File: config.mk
export PLATFORM = sky130hd
export DESIGN_NAME = intarb
export DESIGN_NICKNAME = d
export VERILOG_FILES = /design/src/rtl/intarb_pkg.sv /design/src/rtl/intarb_pick.sv /design/src/rtl/intarb.sv
export SDC_FILE = /design/constraint.sdc
export NUM_CORES = 1
export LEC_CHECK = 0
export BUFFER_PORTS_ARGS = -buffer_cell sky130_fd_sc_hd__buf_2
export CAP_MARGIN = 0
export CORE_AREA = 3 3 113 115
export DETAILED_ROUTE_END_ITERATION = 16
export DIE_AREA = 0 0 116 118
export GPL_TIMING_DRIVEN = 0
export PLACE_DENSITY = 0.71
export SLEW_MARGIN = 30
export SYNTH_ARGS = -nofsm -noshare
export SYNTH_HDL_FRONTEND = slang
export SYNTH_HIERARCHICAL = 1
export SYNTH_SLANG_ARGS = --single-unit
File: constraint.sdc
create_clock -name CLOCK -period 3.2 [get_ports CLOCK]
set_clock_uncertainty 0.15 [all_clocks]
set_input_delay 0.32 -clock CLOCK [delete_from_list [all_inputs] [get_ports CLOCK]]
set_output_delay 0.32 -clock CLOCK [all_outputs]
set_load 0.02 [all_outputs]
File: src/rtl/intarb_pkg.sv
// intarb_pkg: shared definitions for the Unibus interrupt arbiter.
// State encoding, register ID, timeout limit and BR level indices.
package intarb_pkg;

  typedef enum logic [2:0] {
    ST_IDLE = 3'd0,
    ST_SACK = 3'd1,
    ST_MAST = 3'd2,
    ST_INTR = 3'd3,
    ST_DONE = 3'd4
  } state_t;

  localparam logic [31:0] INTARB_ID     = 32'h4941_0002;
  localparam logic [9:0]  TIMEOUT_LIMIT = 10'd1000;

  localparam logic [1:0] LEV_BR4 = 2'd0;
  localparam logic [1:0] LEV_BR5 = 2'd1;
  localparam logic [1:0] LEV_BR6 = 2'd2;
  localparam logic [1:0] LEV_BR7 = 2'd3;

endpackage

File: src/rtl/intarb_pick.sv
// intarb_pick: combinational priority encoder over the device requests.
// Winner is the highest level; ties go to the lowest device index.
module intarb_pick
  import intarb_pkg::*;
#(
  parameter int NDEV = 8
) (
  input  logic [NDEV-1:0]   intreq,
  input  logic [2*NDEV-1:0] irlev,
  output logic              valid,
  output logic [1:0]        level,
  output logic [3:0]        index
);

  // Scan low level to high and high index to low so the last match wins.
  always_comb begin
    valid = 1'b0;
    level = LEV_BR4;
    index = 4'd0;
    for (int lv = 0; lv < 4; lv++) begin
      for (int i = NDEV - 1; i >= 0; i--) begin
        if (intreq[i] && (irlev[2*i +: 2] == 2'(lv))) begin
          valid = 1'b1;
          level = 2'(lv);
          index = 4'(i);
        end else begin
          valid = valid;
          level = level;
          index = index;
        end
      end
    end
  end

endmodule

File: src/rtl/intarb.sv
// intarb: Unibus interrupt arbiter (BR/BG, SACK/BBSY/INTR vector transfer).
// Optional feature: define INTARB_TIMEOUT_EN to abort a stalled transfer
// after 1000 cycles in SACK/INTR; otherwise the arbiter waits forever.
module intarb
  import intarb_pkg::*;
#(
  parameter int NDEV = 8
) (
  input  logic                CLOCK,
  input  logic                RESET,
  input  logic                armwrite,
  input  logic                armraddr,
  input  logic                armwaddr,
  input  logic [31:0]         armwdata,
  output logic [31:0]         armrdata,
  input  logic [NDEV-1:0]     dev_intreq,
  input  logic [8*NDEV-1:0]   dev_irvec,
  input  logic [2*NDEV-1:0]   dev_irlev,
  output logic [NDEV-1:0]     dev_intgnt,
  input  logic                init_in_h,
  input  logic [3:0]          bg_in_h,
  output logic [3:0]          bg_out_h,
  output logic [3:0]          br_out_h,
  input  logic                bbsy_in_h,
  input  logic                ssyn_in_h,
  output logic                sack_out_h,
  output logic                bbsy_out_h,
  output logic                intr_out_h,
  output logic [15:0]         d_out_h
);

  state_t          state_r, state_nxt_s;
  logic            enable_r, timedout_r;
  logic [7:0]      lastvec_r;
  logic [15:0]     count_r;
  logic [3:0]      bg_prev_r, bg_rise_s, hold_mask_s;
  logic            pick_valid_s;
  logic [1:0]      pick_level_s;
  logic [3:0]      pick_index_s;
  logic [7:0]      pick_vec_s;
  logic [3:0]      lev_req_s;
  logic            win_valid_r;
  logic [1:0]      win_level_r, gnt_level_r;
  logic [3:0]      win_index_r, gnt_index_r;
  logic [7:0]      win_vec_r, gnt_vec_r;
  logic            claim_s, done_entry_s, timeout_s, arm_wr_s;
  logic [NDEV-1:0] gnt_onehot_s, intgnt_r;
  logic [3:0]      br_r;
  logic            sack_r, bbsy_r, intr_r;
  logic [15:0]     d_r;
  logic            unused_s;

  assign unused_s = ^armwdata[28:0];

  intarb_pick #(.NDEV(NDEV)) u_pick (
    .intreq (dev_intreq),
    .irlev  (dev_irlev),
    .valid  (pick_valid_s),
    .level  (pick_level_s),
    .index  (pick_index_s)
  );

  // Per-level request OR and the vector of the current priority winner.
  always_comb begin
    pick_vec_s = 8'h00;
    lev_req_s  = 4'b0000;
    for (int i = 0; i < NDEV; i++) begin
      pick_vec_s = (pick_index_s == 4'(i)) ? dev_irvec[8*i +: 8] : pick_vec_s;
      lev_req_s  = lev_req_s | ({3'b000, dev_intreq[i]} << dev_irlev[2*i +: 2]);
    end
  end

  // One-hot acknowledge vector for the device being served.
  always_comb begin
    gnt_onehot_s = '0;
    for (int i = 0; i < NDEV; i++) begin
      gnt_onehot_s[i] = (gnt_index_r == 4'(i));
    end
  end

  assign bg_rise_s    = bg_in_h & ~bg_prev_r;
  assign claim_s      = (state_r == ST_IDLE) && enable_r && win_valid_r &&
                        bg_rise_s[win_level_r] && !init_in_h;
  assign done_entry_s = (state_r == ST_INTR) && (state_nxt_s == ST_DONE);
  assign arm_wr_s     = armwrite && armwaddr;

  // Block the grant bit we claimed from travelling further down the chain.
  always_comb begin
    hold_mask_s = 4'b0000;
    if (claim_s) begin
      hold_mask_s = 4'b0001 << win_level_r;
    end else if (state_r != ST_IDLE) begin
      hold_mask_s = 4'b0001 << gnt_level_r;
    end else begin
      hold_mask_s = 4'b0000;
    end
  end

  assign bg_out_h = bg_in_h & ~hold_mask_s;

`ifdef INTARB_TIMEOUT_EN
  logic [9:0] tmo_cnt_r;

  // Cycle counter for the bus handshake; cleared outside the transfer.
  always_ff @(posedge CLOCK) begin
    if (RESET || init_in_h) begin
      tmo_cnt_r <= 10'd0;
    end else if ((state_r == ST_SACK) || (state_r == ST_MAST) || (state_r == ST_INTR)) begin
      tmo_cnt_r <= tmo_cnt_r + 10'd1;
    end else begin
      tmo_cnt_r <= 10'd0;
    end
  end

  assign timeout_s = ((state_r == ST_SACK) || (state_r == ST_INTR)) &&
                     (tmo_cnt_r >= (TIMEOUT_LIMIT - 10'd1));
`else
  assign timeout_s = 1'b0;
`endif

  // Next-state logic for the vector transfer sequence.
  always_comb begin
    state_nxt_s = state_r;
    case (state_r)
      ST_IDLE: state_nxt_s = claim_s ? ST_SACK : ST_IDLE;
      ST_SACK: state_nxt_s = (!bbsy_in_h && !bg_in_h[gnt_level_r]) ? ST_MAST : ST_SACK;
      ST_MAST: state_nxt_s = ST_INTR;
      ST_INTR: state_nxt_s = ssyn_in_h ? ST_DONE : ST_INTR;
      ST_DONE: state_nxt_s = ssyn_in_h ? ST_DONE : ST_IDLE;
      default: state_nxt_s = ST_IDLE;
    endcase
    if (timeout_s || init_in_h) begin
      state_nxt_s = ST_IDLE;
    end else begin
      state_nxt_s = state_nxt_s;
    end
  end

  // State register plus registered bus outputs derived from the next state.
  always_ff @(posedge CLOCK) begin
    if (RESET || init_in_h) begin
      state_r  <= ST_IDLE;
      br_r     <= 4'b0000;
      sack_r   <= 1'b0;
      bbsy_r   <= 1'b0;
      intr_r   <= 1'b0;
      d_r      <= 16'h0000;
      intgnt_r <= '0;
    end else begin
      state_r  <= state_nxt_s;
      br_r     <= ((state_nxt_s == ST_IDLE) && enable_r) ? lev_req_s : 4'b0000;
      sack_r   <= (state_nxt_s == ST_SACK);
      bbsy_r   <= (state_nxt_s == ST_MAST) || (state_nxt_s == ST_INTR);
      intr_r   <= (state_nxt_s == ST_INTR);
      d_r      <= ((state_nxt_s == ST_MAST) || (state_nxt_s == ST_INTR)) ?
                  {8'h00, gnt_vec_r} : 16'h0000;
      intgnt_r <= done_entry_s ? gnt_onehot_s : '0;
    end
  end

  // Winner tracks requests while idle (aligned with BR); grant latches on claim.
  always_ff @(posedge CLOCK) begin
    if (RESET) begin
      bg_prev_r   <= 4'b0000;
      win_valid_r <= 1'b0;
      win_level_r <= LEV_BR4;
      win_index_r <= 4'd0;
      win_vec_r   <= 8'h00;
      gnt_level_r <= LEV_BR4;
      gnt_index_r <= 4'd0;
      gnt_vec_r   <= 8'h00;
    end else begin
      bg_prev_r <= bg_in_h;
      if (state_nxt_s == ST_IDLE) begin
        win_valid_r <= pick_valid_s;
        win_level_r <= pick_level_s;
        win_index_r <= pick_index_s;
        win_vec_r   <= pick_vec_s;
      end else begin
        win_valid_r <= win_valid_r;
        win_level_r <= win_level_r;
        win_index_r <= win_index_r;
        win_vec_r   <= win_vec_r;
      end
      if (claim_s) begin
        gnt_level_r <= win_level_r;
        gnt_index_r <= win_index_r;
        gnt_vec_r   <= win_vec_r;
      end else begin
        gnt_level_r <= gnt_level_r;
        gnt_index_r <= gnt_index_r;
        gnt_vec_r   <= gnt_vec_r;
      end
    end
  end

  // ARM-visible control/status: enable, timeout flag, last vector, count.
  always_ff @(posedge CLOCK) begin
    if (RESET) begin
      enable_r   <= 1'b0;
      timedout_r <= 1'b0;
      lastvec_r  <= 8'h00;
      count_r    <= 16'h0000;
    end else begin
      enable_r <= arm_wr_s ? armwdata[31] : enable_r;
      if (timeout_s && !init_in_h) begin
        timedout_r <= 1'b1;
      end else if (arm_wr_s && armwdata[30]) begin
        timedout_r <= 1'b0;
      end else begin
        timedout_r <= timedout_r;
      end
      if (done_entry_s) begin
        count_r   <= count_r + 16'd1;
        lastvec_r <= gnt_vec_r;
      end else if (arm_wr_s && armwdata[29]) begin
        count_r   <= 16'h0000;
        lastvec_r <= lastvec_r;
      end else begin
        count_r   <= count_r;
        lastvec_r <= lastvec_r;
      end
    end
  end

  assign armrdata   = armraddr ? {enable_r, timedout_r, 6'b000000, lastvec_r, count_r}
                               : INTARB_ID;
  assign br_out_h   = br_r;
  assign sack_out_h = sack_r;
  assign bbsy_out_h = bbsy_r;
  assign intr_out_h = intr_r;
  assign d_out_h    = d_r;
  assign dev_intgnt = intgnt_r;

endmodule

Word-level counts from Yosys, hierarchy flattened:

Index checks and enable logic that the tools add are counted.
Widths: inputs -> output; s select.

* equal/unequal tests: 46
* multiplexer cells: 111
* magnitude comparators: 2
* add/sub/neg operators: 1
* bitwise logic cells: 14
* reduce and logical (&&, ||, !) cells: 63
* shifts and indexed selects: 10

Operators with widths (count)
* $mux 4: 33
* $mux 8: 8
* $mux 1: 43
* $logic_and 1x1->1: 41
* $mux 2: 17
* $eq 2x2->1 const B: 16
* $eq 4x3->1 const B: 8
* $mux 16: 2
* $mux 32: 1
* $shl 1x2->4: 8
* $or 4x4->4: 7
* $add 16x1->16 const B: 1
* $eq 2x1->1 const B: 8
* $eq 4x2->1 const B: 4
* $logic_not 2->1: 8
* $pmux 3 s5: 1
* $eq 3x2->1 const B: 4
* $mux 3: 4
* $and 4x4->4: 2
* $eq 4x1->1 const B: 2
* $logic_not 4->1: 2
* $not 4->4: 2
* $shl 1x2->4 const A: 2
* $eq 3x1->1 const B: 2
* other kinds (10): 21

* word-level logic and storage cells: 266
* flip-flop bits (word level): 92

Depth between registers and ports, before layout:

Gate-level depths: netlist (run 1).

* word-level depth: 43
* mapped depth: 12

Modules after synthesis:

The synthesis (run 1) kept the hierarchy.

By module, submodules not included
* intarb: area each 4398.0 um^2, cells each 561, sequential area each 1681.6 um^2, times used 1
* intarb_pick: area each 655.6 um^2, cells each 102, sequential area each 0.0 um^2, times used 1

Worst setup path before layout (run 1):

Ideal clock, no wire load.

* kind: input to register
* from: input dev_intreq[0]
* to: register win_vec_r[2]
* setup slack: 0.534 ns
* buffers on the path: 1
* stages: 12
* arrival time: 2.385 ns
* setup time: 0.130 ns
* data required time: 2.920 ns
* cell sequence: or3b_1 -> or3b_1 -> nand3_1 -> o21ai_1 -> a21oi_1 -> buf_2 -> mux2i_1 -> nor4_1 -> a2111oi_0 -> o22ai_1 -> nor2_1 -> nor3_2

* longest elaborated chain between the ends: 35
* elaborated cells between the ends (all ways): 45

RTL lines
* start, declared: RTL line intarb.sv:16 `input logic [NDEV-1:0] dev_intreq,`
* $logic_and 1x1->1: RTL line intarb_pick.sv:22 `if (intreq[i] && (irlev[2*i +: 2] == 2'(lv))) begin`
* $mux 4 (24 in a row): RTL line intarb_pick.sv:22
* $mux 4 *: RTL line intarb_pick.sv:22
* named net pick_index_s[0]: RTL line intarb.sv:39 `logic [3:0] pick_index_s;`
* $logic_not 4->1: RTL line intarb.sv:68 `pick_vec_s = (pick_index_s == 4'(i)) ? dev_irvec[8*i +: 8] : pick_vec_s;`
* $mux 8 (7 in a row): RTL line intarb.sv:68
* $mux 8 *: RTL line intarb.sv:68
* end signal, assigned: RTL line intarb.sv:178 `win_vec_r <= pick_vec_s;`
* end signal, assigned: RTL line intarb.sv:183 `win_vec_r <= win_vec_r;`
* end, declared: RTL line intarb.sv:45 `logic [7:0] win_vec_r, gnt_vec_r;`

Mark *: on every way through the listed nets, which the timed path passes. The rest lies on a longest branch.
A chain may end at the register's enable or synchronous reset.

Worst setup path in the final report (run 1):

* from: input dev_irlev[12]
* to: register win_vec_r[2]

* longest elaborated chain between the ends: 42
* elaborated cells between the ends (all ways): 55

RTL lines
* start, declared: RTL line intarb.sv:18 `input logic [2*NDEV-1:0] dev_irlev,`
* $logic_not 2->1: RTL line intarb_pick.sv:22
* $logic_and 1x1->1: RTL line intarb_pick.sv:22
* $mux 4 (24 in a row): RTL line intarb_pick.sv:22
* $mux 4 * (7 in a row): RTL line intarb_pick.sv:22
* named net pick_index_s[1]: RTL line intarb.sv:39
* $logic_not 4->1: RTL line intarb.sv:68
* $mux 8 (7 in a row): RTL line intarb.sv:68
* $mux 8 *: RTL line intarb.sv:68

Marks and branches as above.

==> insert_results.sql, run 1 <==
INSERT INTO impl_metrics (metric_group, metric, value, unit) VALUES
('clocking', 'holdBufCountCts', '0', ''),
('logic_synthesis', 'synthArstFlopShare', '0', '%'),
('power_and_ir_drop', 'power.static_leakage', '2.95', 'nW'),
('die', 'core_region_area', '11900', 'sq um'),
('setup_path', 'cp_max_fo', '10', ''),
('grt', 'grt-ovfl-total', '0', ''),
('die', 'die_area', '13700', 'sq um'),
('final_layout', 'area_growth', '26.2', '%'),
('detailed_routing', 'post_drt_via_cell_ratio', '5.40', ''),
('detailed_routing', 'wl', '14600', 'um'),
('timing', 'setup-violations-final', '0', ''),
('grt', 'initial_antenna_violation_count', '0', ''),
('placed_design', 'io_buffer_count', '155', ''),
('setup_path', 'worst_path_max_delay_cell', 'sky130_fd_sc_hd__a2111oi_1', ''),
('logic_synthesis', 'number_of_synthesized_register_bits', '84', ''),
('power_and_ir_drop', 'total_power_draw', '0.00268', 'W'),
('placed_design', 'dpl_cell_area', '6050', 'sq um'),
('logic_synthesis', 'post_synth_inst_count', '663', ''),
('logic_synthesis', 'synth_cell_types', '66', ''),
('detailed_routing', 'dr_total_vias', '5361', ''),
('setup_path', 'timing.setup.critical_path_class', 'in2reg', ''),
('clocking', 'cts.htree.levels', '3', ''),
('timing', 'fin_tns_setup', '0', 'ns'),
('timing', 'rsz0062_at_grt', 'false', ''),
('die', 'effective_utilization_at_floorplan', '42.4', '%'),
('grt', 'grt_pass1_wl', '23500', 'um'),
('power_and_ir_drop', 'power.switching_fraction', '28.2', '%'),
('setup_path', 'crit_arrival', '3.01', 'ns'),
('die', 'die-width', '116', 'um'),
('logic_synthesis', 'synth_seq_area_share', '33.3', '%'),
('clocking', 'clk-insertion-delay-late', '0.34', 'ns'),
('power_and_ir_drop', 'cellPowerDensity', '420', 'nW/um^2'),
('die', 'die_y', '118', 'um'),
('setup_path', 'worstPathCellList', 'buf_2, and3b_1, nor2_1, a211oi_1, o21ai_0, o22ai_2, buf_2, inv_1, and3_1, a2111oi_1, o22ai_1, nor2_1, nor3_2', ''),
('placed_design', 'dpl.cell_count', '976', ''),
('final_layout', 'layout_cell_share_with_drive_strength_beyond_1', '25.6', '%'),
('clocking', 'clkSinkCount', '84', ''),
('detailed_routing', 'drtAntennaViolNets', '0', ''),
('die', 'top_level_ports', '199', ''),
('setup_path', 'worst_setup_path_end_kind', 'register', ''),
('run', 'max_cap_viol_count', '0', ''),
('setup_path', 'cp_data_required_time', '3.25', 'ns'),
('timing', 'finalCriticalPeriod', '2.96', 'ns'),
('logic_synthesis', 'synth_warnings', '6', ''),
('setup_path', 'max_stage_delay', '0.45', 'ns'),
('detailed_routing', 'drc_errors', '0', ''),
('power_and_ir_drop', 'p_seq_share', '40.8', '%'),
('power_and_ir_drop', 'power.ir.vdd_worst', '250', 'uV'),
('logic_synthesis', 'synth_area', '5050', 'sq um'),
('timing', 'period_share', '92.5', '%'),
('run_status', 'outcome', 'finished clean', ''),
('clocking', 'cts.repair_timing.setup_buffer_count', '0', ''),
('timing', 'tightest_slew', '0.626', 'ns'),
('timing', 'finalHoldViolCount', '0', ''),
('placed_design', 'dp_hpwl', '11300', 'um'),
('final_layout', 'design.final.nets', '973', ''),
('timing', 'whs', '0.0839', 'ns'),
('clocking', 'tritoncts_clock_tree', 'built', ''),
('clocking', 'clkSlewWorstSetupHoldPaths', '0.06', 'ns'),
('power_and_ir_drop', 'clockPowerShare', '38.9', '%'),
('clocking', 'ctsResizeCount', '0', ''),
('timing', 'worst_slew_margin_rel', '58.3', '%'),
('power_and_ir_drop', 'combinationalPowerShare', '20.3', '%'),
('placed_design', 'globalplace.congestion', '0.890', ''),
('timing', 'max_freq', '0.338', 'GHz'),
('logic_synthesis', 'synth_enable_flop_cells', '0', ''),
('clocking', 'tritoncts.num_buffers', '9', ''),
('power_and_ir_drop', 'switching_power', '0.000755', 'W'),
('setup_path', 'setup.worst_path.start_class', 'input port', ''),
('detailed_routing', 'first_iter_violations', '398', ''),
('power_and_ir_drop', 'internal_power', '0.00192', 'W');
==> layout by cell type (no fill, tap or decap), types with 17 or more instances in the layout <==
cell | synthesis | final
sky130_fd_sc_hd__nand3_1 | 25 | 25
sky130_fd_sc_hd__nand2b_1 | 17 | 17
sky130_fd_sc_hd__dfxtp_1 | 84 | 84
sky130_fd_sc_hd__inv_1 | 18 | 18
sky130_fd_sc_hd__o21ai_0 | 33 | 33
sky130_fd_sc_hd__buf_2 | 8 | 163
sky130_fd_sc_hd__and2_1 | 31 | 31
sky130_fd_sc_hd__nor2_1 | 70 | 70
sky130_fd_sc_hd__a21oi_1 | 51 | 49
sky130_fd_sc_hd__nand2_1 | 87 | 87
sky130_fd_sc_hd__mux2i_1 | 19 | 19
==> power groups by stage <==
stage                     Sequential, W  Clock [W]  Combinational, W
after floorplan                 0.00111          0          0.000344
after global placement          0.00111          0          0.000530
after detailed placement        0.00112          0          0.000530
after CTS                       0.00109    0.00106          0.000533
after global routing            0.00109    0.00110          0.000603
final                           0.00109    0.00104          0.000545
==> state kept, by name, summed over array words and instances (netlist names) <==
signal	flops
gnt_vec_r	8
sack_out_h	1
lastvec_r	8
state_r	3
bbsy_out_h	1
dev_intgnt	8
win_valid_r	1
gnt_index_r	4
bg_prev_r	4
win_index_r	4
count_r	16
win_level_r	2
br_out_h	4
d_out_h	8
gnt_level_r	2
enable_r	1
win_vec_r	8
intr_out_h	1
==> through the flow <==
| stage | worst slack, ns | utilization (%) |
|---|---|---|
| after floorplan | 0.534 | - |
| after detailed placement | -0.194 | 50.8 |
| after CTS | 0.142 | 53.4 |
| after global placement | -0.202 | 50.8 |
| final | 0.240 | 53.5 |
| after global routing | 0.0461 | 53.5 |
==> synth_stat cells, types with 4 or more instances <==
cell type / number / area, sq um
sky130_fd_sc_hd__o21ai_0: 33 / 165
sky130_fd_sc_hd__clkbuf_1: 15 / 56.3
sky130_fd_sc_hd__nor3_1: 16 / 80.1
sky130_fd_sc_hd__o211ai_1: 4 / 30.0
sky130_fd_sc_hd__and2_1: 31 / 194
sky130_fd_sc_hd__buf_2: 8 / 40.0
sky130_fd_sc_hd__nor2b_1: 7 / 43.8
sky130_fd_sc_hd__a211oi_1: 8 / 60.1
sky130_fd_sc_hd__inv_1: 18 / 67.6
sky130_fd_sc_hd__and3b_1: 7 / 61.3
sky130_fd_sc_hd__a31oi_1: 12 / 75.1
sky130_fd_sc_hd__a21oi_1: 51 / 255
sky130_fd_sc_hd__nor2_1: 70 / 263
sky130_fd_sc_hd__nand2b_1: 17 / 106
sky130_fd_sc_hd__o221ai_1: 4 / 35.0
sky130_fd_sc_hd__nand4_1: 11 / 68.8
sky130_fd_sc_hd__nand3_1: 25 / 125
sky130_fd_sc_hd__o22ai_1: 8 / 50.1
sky130_fd_sc_hd__or3b_1: 4 / 35.0
sky130_fd_sc_hd__nor4_1: 5 / 31.3
sky130_fd_sc_hd__a21boi_0: 4 / 30.0
sky130_fd_sc_hd__nand2_1: 87 / 327
sky130_fd_sc_hd__buf_4: 15 / 113
sky130_fd_sc_hd__nor3b_1: 9 / 67.6
sky130_fd_sc_hd__and3_1: 11 / 68.8
sky130_fd_sc_hd__nand4b_1: 4 / 35.0
sky130_fd_sc_hd__nand3b_1: 16 / 120
sky130_fd_sc_hd__mux2i_1: 19 / 190
sky130_fd_sc_hd__dfxtp_1: 84 / 1680
==> final timing paths <==
kind,from,to,slack (ns),depth (start not counted)
min,armwdata[31],enable_r,0.08,3
min reg2reg,lastvec_r[0],lastvec_r[0],0.30,2
max reg2reg,win_level_r[0],win_valid_r,1.02,6
max,dev_irlev[12],win_vec_r[2],0.24,13
==> worst max-delay path, delay by kind of cell <==
kind	cells	cell delay, ns
AO/OA/AOI/OAI	5	1.26
buffers and inverters	3	0.53
AND/OR/NAND/NOR	5	0.89
==> per-layer routing <==
metal / routed length [um] / global-route usage (%) / vias up / share of wire (%)
met5: 0 / 0 / - / 0
met2: 6730 / 33.7 / 220 / 46
met4: 167 / 5.15 / 0 / 1.1
li1: - / - / 2712 / -
met3: 1150 / 4.16 / 13 / 7.8
met1: 6590 / 28.5 / 2416 / 45
==> kinds of logic after synthesis <==
logic type / after synthesis / share of synthesized area, %
AND/OR/NAND/NOR: 337 / 35.3
XOR/XNOR: 2 / 0.347
flip-flops: 84 / 33.3
buffers and inverters: 60 / 6.07
multiplexers: 21 / 4.65
adder cells (fa/ha/maj): 1 / 0.248
AO/OA/AOI/OAI: 156 / 19.9
other: 2 / 0.149
==> area by class of cell <==
type,count,area [sq um],area share (%)
multi-input combinational,530,3130,49.0
sequential,84,1680,26.4
timing repair buffer,155,776,12.2
clock buffer,11,243,3.81
buffer,42,239,3.75
tap,147,184,2.88
inverter,18,67.6,1.06
clock inverter,5,60.1,0.942
No activity file was read; power rests on OpenSTA's default activity.
==> run 2: changes to the inputs <==
==> constraint.sdc (replaced) <==
create_clock -name CLOCK -period 3.2 [get_ports CLOCK]
set_clock_uncertainty 0.15 [all_clocks]
set_input_delay 0.48 -clock CLOCK [delete_from_list [all_inputs] [get_ports CLOCK]]
set_output_delay 0.48 -clock CLOCK [all_outputs]
set_load 0.02 [all_outputs]
==> insert_results.sql, run 2 (synthesized netlist as in run 1, its figures left out) <==
INSERT INTO impl_metrics (metric_group, metric, value, unit) VALUES
('grt', 'first_global_vias', '4827', ''),
('detailed_routing', 'first_iter_violations', '383', ''),
('timing', 'setup-violations-final', '0', ''),
('clocking', 'holdBufCountCts', '0', ''),
('setup_path', 'max_stage_delay', '0.39', 'ns'),
('final_layout', 'layout_cell_share_with_drive_strength_beyond_1', '26.0', '%'),
('detailed_routing', 'wl_per_cell', '14.8', 'um'),
('setup_path', 'timing.setup.critical_path_class', 'in2reg', ''),
('die', 'effective_utilization_at_floorplan', '42.4', '%'),
('setup_path', 'crit_arrival', '3.09', 'ns'),
('detailed_routing', 'drtAntennaViolNets', '0', ''),
('die', 'floorplan.rows', '40', ''),
('power_and_ir_drop', 'power.ir.vdd_worst', '250', 'uV'),
('setup_path', 'worst_setup_path_end_kind', 'register', ''),
('final_layout', 'largest-register', 'count_r', ''),
('clocking', 'ctsResizeCount', '1', ''),
('timing', 'max_freq', '0.329', 'GHz'),
('grt', 'gr-usage-all-layers', '20.9', '%'),
('die', 'die_area', '13700', 'sq um'),
('timing', 'finalMaxSlewViolations', '0', ''),
('setup_path', 'worst_path_max_delay_cell', 'sky130_fd_sc_hd__a2111oi_2', ''),
('final_layout', 'most-common-layout-cells', 'sky130_fd_sc_hd__buf_2 (162), sky130_fd_sc_hd__nand2_1 (87), sky130_fd_sc_hd__dfxtp_1 (84)', ''),
('setup_path', 'crit_top_cell', 'sky130_fd_sc_hd__nor2_1', ''),
('clocking', 'ctsRootBufferMaster', 'sky130_fd_sc_hd__clkbuf_16', ''),
('timing', 'tightest_slew', '0.622', 'ns'),
('final_layout', 'diodes', '0', ''),
('clocking', 'cts-root-to-sink-buffers', '2', ''),
('run_status', 'outcome', 'finished clean', ''),
('placed_design', 'io_buffer_count', '155', ''),
('final_layout', 'layout_commonest_cell', 'sky130_fd_sc_hd__buf_2', ''),
('final_layout', 'area_growth', '26.4', '%'),
('timing', 'finalCriticalPeriod', '3.04', 'ns'),
('setup_path', 'cp_max_fo', '10', ''),
('die', 'die-width', '116', 'um'),
('power_and_ir_drop', 'cellPowerDensity', '420', 'nW/um^2'),
('clocking', 'cts.repair_timing.setup_buffer_count', '0', ''),
('power_and_ir_drop', 'total_power_draw', '0.00268', 'W'),
('grt', 'initial_antenna_violation_count', '0', ''),
('final_layout', 'design.final.nets', '973', ''),
('final_layout', 'fillerInstances', '1221', ''),
('setup_path', 'setup.worst_path.start_class', 'input port', ''),
('detailed_routing', 'wl', '14700', 'um'),
('timing', 'finalHoldViolCount', '0', ''),
('grt', 'grt_pass1_wl', '23500', 'um'),
('detailed_routing', 'drc_errors', '0', ''),
('die', 'core_region_area', '11900', 'sq um'),
('clocking', 'clkSinkCount', '84', ''),
('placed_design', 'globalplace.congestion', '0.890', ''),
('setup_path', 'cp_data_required_time', '3.25', 'ns'),
('die', 'top_level_ports', '199', ''),
('detailed_routing', 'dr_total_vias', '5352', ''),
('timing', 'rsz0062_at_grt', 'false', ''),
('clocking', 'clk-insertion-delay-late', '0.34', 'ns'),
('run', 'max_cap_viol_count', '0', ''),
('grt', 'pin_count_of_the_biggest_net_entering_global_routing', '15', ''),
('worst_hold_path', 'hold_class', 'in2reg', ''),
('timing', 'worst_slew_margin_rel', '58.5', '%'),
('die', 'die_y', '118', 'um'),
('final_layout', 'finish.utilization', '53.6', '%'),
('detailed_routing', 'drt_pre_antenna_iters', '7', ''),
('grt', 'grt-ovfl-total', '0', ''),
('timing', 'period_share', '95.0', '%'),
('detailed_routing', 'post_drt_via_cell_ratio', '5.40', ''),
('clocking', 'tritoncts.num_buffers', '9', ''),
('clocking', 'tritoncts_clock_tree', 'built', ''),
('clocking', 'cts.htree.levels', '3', ''),
('final_layout', 'number_of_flip_flops_under_the_largest_register_name', '16', ''),
('placed_design', 'dp_hpwl', '11300', 'um'),
('power_and_ir_drop', 'power.static_leakage', '2.96', 'nW'),
('clocking', 'clkSlewWorstSetupHoldPaths', '0.06', 'ns'),
('setup_path', 'worstPathCellList', 'buf_2, and3b_1, nor2_1, a211oi_1, o21ai_0, o22ai_2, clkbuf_4, inv_1, and3_1, a2111oi_2, o22ai_1, nor2_1, nor3_2', '');
run 2: changes by cell type in the layout (fill, tap and decap cells not counted):
cell | before | now
sky130_fd_sc_hd__a2111oi_2 | 0 | 1
sky130_fd_sc_hd__clkbuf_1 | 16 | 13
sky130_fd_sc_hd__clkbuf_2 | 0 | 3
sky130_fd_sc_hd__clkbuf_4 | 0 | 1
sky130_fd_sc_hd__a2111oi_1 | 1 | 0
sky130_fd_sc_hd__buf_2 | 163 | 162
run 2: area by class of cell:
type	instances	area (sq um)	share of cell area [%]
plain buffers	42	245	3.84
well taps	147	184	2.88
clock inverters	5	60.1	0.940
clock buffers	11	243	3.80
multi-input cells	530	3130	49.0
flip-flops and latches	84	1680	26.3
repair buffers	155	776	12.1
inverters	18	67.6	1.06
run 2: worst paths after layout:
| path | startpoint | slack, ns | cells past startpoint | endpoint |
|---|---|---|---|---|
| min reg2reg | lastvec_r[0] | 0.30 | 2 | lastvec_r[0] |
| max | dev_irlev[12] | 0.16 | 13 | win_vec_r[2] |
| min | armwdata[31] | 0.24 | 3 | enable_r |
| max reg2reg | win_level_r[0] | 1.01 | 6 | win_valid_r |
run 2: through the flow:
stage                     cell area (sq um)  hold WS [ns]  instances  TNS [ns]  worst slack (ns)
after global placement                 6050         0.288        976     -2.15            -0.362
after floorplan                        5090         0.281        674         0             0.374
after global routing                   6390         0.265        992         0           0.00622
after CTS                              6360         0.237        992         0            0.0504
final                                  6390         0.243        992         0             0.161
after detailed placement               6050         0.293        976     -2.10            -0.354
run 2: metal layers:
metal	global-route usage, %	vias to the layer above	share of wire, %
met5	0	-	0
met3	4.16	14	8.0
li1	-	2712	-
met4	5.15	0	1.2
met1	28.5	2397	45
met2	33.7	229	46
run 2: where the power goes:
part / internal (W) / switching [W] / leakage [nW] / total, W
logic: 0.000222 / 0.000326 / 2.14 / 0.000549
clock network: 0.000628 / 0.000412 / 0.146 / 0.00104
registers: 0.00107 / 0.0000175 / 0.681 / 0.00109
total: 0.00193 / 0.000756 / 2.96 / 0.00268
run 2: critical path: cells and delay by family:
kind	cells	cell delay (ns)
AO/OA/AOI/OAI	5	1.19
buffers and inverters	3	0.51
AND/OR/NAND/NOR	5	0.89
==> run 3: changes to the inputs <==
CORE_AREA = 2 2 112 114   (was 3 3 113 115)
DIE_AREA = 0 0 114 116   (was 0 0 116 118)
SLEW_MARGIN = 10   (was 30)
==> insert_results.sql, run 3 (synthesized netlist as in run 1, its figures left out) <==
INSERT INTO impl_metrics (metric_group, metric, value, unit) VALUES
('run_status', 'outcome', 'finished clean', ''),
('setup_path', 'max_stage_delay', '0.38', 'ns'),
('setup_path', 'timing.setup.critical_path_class', 'in2reg', ''),
('power_and_ir_drop', 'power.static_leakage', '2.94', 'nW'),
('clocking', 'clkSinkCount', '84', ''),
('setup_path', 'setup.worst_path.start_class', 'input port', ''),
('die', 'die_y', '116', 'um'),
('final_layout', 'design.final.nets', '972', ''),
('placed_design', 'io_buffer_count', '155', ''),
('final_layout', 'layout_commonest_cell', 'sky130_fd_sc_hd__buf_2', ''),
('final_layout', 'largest-register', 'count_r', ''),
('clocking', 'clk-insertion-delay-late', '0.33', 'ns'),
('timing', 'whs', '0.258', 'ns'),
('power_and_ir_drop', 'total_power_draw', '0.00266', 'W'),
('die', 'core_region_area', '11900', 'sq um'),
('final_layout', 'most-common-layout-cells', 'sky130_fd_sc_hd__buf_2 (162), sky130_fd_sc_hd__nand2_1 (87), sky130_fd_sc_hd__dfxtp_1 (84)', ''),
('power_and_ir_drop', 'power.ir.vdd_worst', '228', 'uV'),
('final_layout', 'multi_input_area', '3130', 'sq um'),
('detailed_routing', 'drc_errors', '0', ''),
('detailed_routing', 'dr_total_vias', '5419', ''),
('die', 'die_area', '13200', 'sq um'),
('timing', 'finalMaxSlewViolations', '0', ''),
('final_layout', 'area_growth', '26.2', '%'),
('grt', 'initial_antenna_violation_count', '0', ''),
('grt', 'gr-usage-all-layers', '22.0', '%'),
('die', 'die-width', '114', 'um'),
('detailed_routing', 'wl', '14600', 'um'),
('final_layout', 'fillerInstances', '1184', ''),
('placed_design', 'dp_hpwl', '11200', 'um'),
('setup_path', 'regToRegEndpoint', 'win_level_r[1]', ''),
('timing', 'tightest_slew', '0.675', 'ns'),
('timing', 'rsz0062_at_grt', 'false', ''),
('timing', 'fin_tns_setup', '0', 'ns'),
('grt', 'grt-ovfl-total', '0', ''),
('grt', 'grt_pass1_wl', '23600', 'um'),
('timing', 'finalCriticalPeriod', '2.99', 'ns'),
('die', 'top_level_ports', '199', ''),
('placed_design', 'post-place-ws', '-0.316', 'ns'),
('clocking', 'ctsRootBufferMaster', 'sky130_fd_sc_hd__clkbuf_16', ''),
('timing', 'worst_slew_margin_rel', '55.0', '%'),
('run', 'max_cap_viol_count', '0', ''),
('final_layout', 'diodes', '0', ''),
('setup_path', 'worst_path_max_delay_cell', 'sky130_fd_sc_hd__a2111oi_2', ''),
('clocking', 'tritoncts.num_buffers', '9', ''),
('placed_design', 'dpl.cell_count', '976', ''),
('setup_path', 'worst_setup_path_end_kind', 'register', ''),
('clocking', 'cts-root-to-sink-buffers', '2', ''),
('die', 'effective_utilization_at_floorplan', '42.4', '%'),
('timing', 'period_share', '93.3', '%'),
('placed_design', 'globalplace.congestion', '0.931', ''),
('grt', 'first_global_vias', '4944', ''),
('detailed_routing', 'drt_pre_antenna_iters', '5', ''),
('final_layout', 'final-seq-area', '1680', 'sq um'),
('setup_path', 'cp_data_required_time', '3.25', 'ns'),
('setup_path', 'crit_top_cell', 'sky130_fd_sc_hd__nor2_1', ''),
('detailed_routing', 'post_drt_via_cell_ratio', '5.47', ''),
('setup_path', 'worstPathCellList', 'buf_2, and3b_1, nor2_1, a211oi_1, o21ai_0, o22ai_2, buf_4, inv_1, and3_1, a2111oi_2, o22ai_1, nor2_1, nor3_2', ''),
('detailed_routing', 'wl_per_cell', '14.7', 'um'),
('power_and_ir_drop', 'cellPowerDensity', '418', 'nW/um^2'),
('setup_path', 'rrSetupSlack', '0.99', 'ns'),
('final_layout', 'finish.cell_count_without_fillers', '991', ''),
('worst_hold_path', 'hold-path-endpoint', 'state_r[2]', ''),
('setup_path', 'cp_max_fo', '10', ''),
('detailed_routing', 'drtAntennaViolNets', '0', ''),
('clocking', 'tritoncts_clock_tree', 'built', ''),
('worst_hold_path', 'hold_path_origin', 'ssyn_in_h', ''),
('detailed_routing', 'first_iter_violations', '289', ''),
('timing', 'setup-violations-final', '0', ''),
('worst_hold_path', 'hold_class', 'in2reg', ''),
('grt', 'pin_count_of_the_biggest_net_entering_global_routing', '15', ''),
('setup_path', 'timing.rr.start', 'state_r[2]', ''),
('die', 'floorplan.rows', '40', ''),
('final_layout', 'layout_cell_share_with_drive_strength_beyond_1', '25.9', '%'),
('final_layout', 'number_of_flip_flops_under_the_largest_register_name', '16', ''),
('setup_path', 'rr_worst_depth', '8', ''),
('setup_path', 'crit_arrival', '3.04', 'ns'),
('worst_hold_path', 'worstHoldPathCells', '2', ''),
('timing', 'timing.final.ws_setup', '0.214', 'ns'),
('clocking', 'cts.htree.levels', '3', ''),
('timing', 'finalHoldViolCount', '0', ''),
('timing', 'max_freq', '0.335', 'GHz'),
('clocking', 'clkSlewWorstSetupHoldPaths', '0.06', 'ns');
[run 3: worst max-delay path by stage]
stage / cells after the start / startpoint / slack (ns) / endpoint
detailed placement: 13 / dev_irlev[12] / -0.32 / win_vec_r[2]
floorplan: 12 / dev_intreq[0] / 0.37 / win_vec_r[2]
global route: 12 / dev_intreq[7] / 0.008 / win_vec_r[4]
CTS: 13 / dev_irlev[12] / 0.01 / win_vec_r[2]
global placement: 13 / dev_intreq[3] / -0.32 / win_vec_r[2]
finish: 13 / dev_irlev[14] / 0.21 / win_vec_r[2]
[run 3: final cells by class]
type	count	share of cell area (%)
clock inverters	5	0.962
repair buffers	155	12.2
well taps	147	2.88
clock buffers	11	3.65
inverters	18	1.06
flip-flops and latches	84	26.4
multi-input cells	530	49.1
plain buffers	41	3.77
[run 3: critical path, delay by kind of cell]
family | cells | cell delay [ns]
buffers and inverters | 3 | 0.49
and+or+nand+nor | 5 | 0.84
AOI/OAI and AO/OA | 5 | 1.21
[run 3: power breakdown]
group          total [W]  internal, W  switching [W]
Sequential       0.00109      0.00107      0.0000170
Combinational   0.000550     0.000222       0.000329
Clock            0.00102     0.000608       0.000416
Total            0.00266      0.00190       0.000762
[run 3: routing by layer]
| layer | global-route usage [%] | vias up | routed length [um] |
|---|---|---|---|
| met4 | 6.91 | 0 | 231 |
| li1 | - | 2704 | - |
| met3 | 4.34 | 23 | 1100 |
| met2 | 36.1 | 237 | 6650 |
| met1 | 29.3 | 2455 | 6630 |
| met5 | 0 | - | 0 |
[run 3: through the flow]
stage,cell area (sq um),utilization (%)
global route,6380,53.5
global placement,6050,50.8
detailed placement,6050,50.8
floorplan,5090,-
CTS,6350,53.3
finish,6380,53.5
[run 3: what timing repair did]
item	4_1_cts	5_1_grt
gates resized for setup	0	13
setup buffers	0	0
hold buffers	0	0
endpoints found under the setup margin	0	8
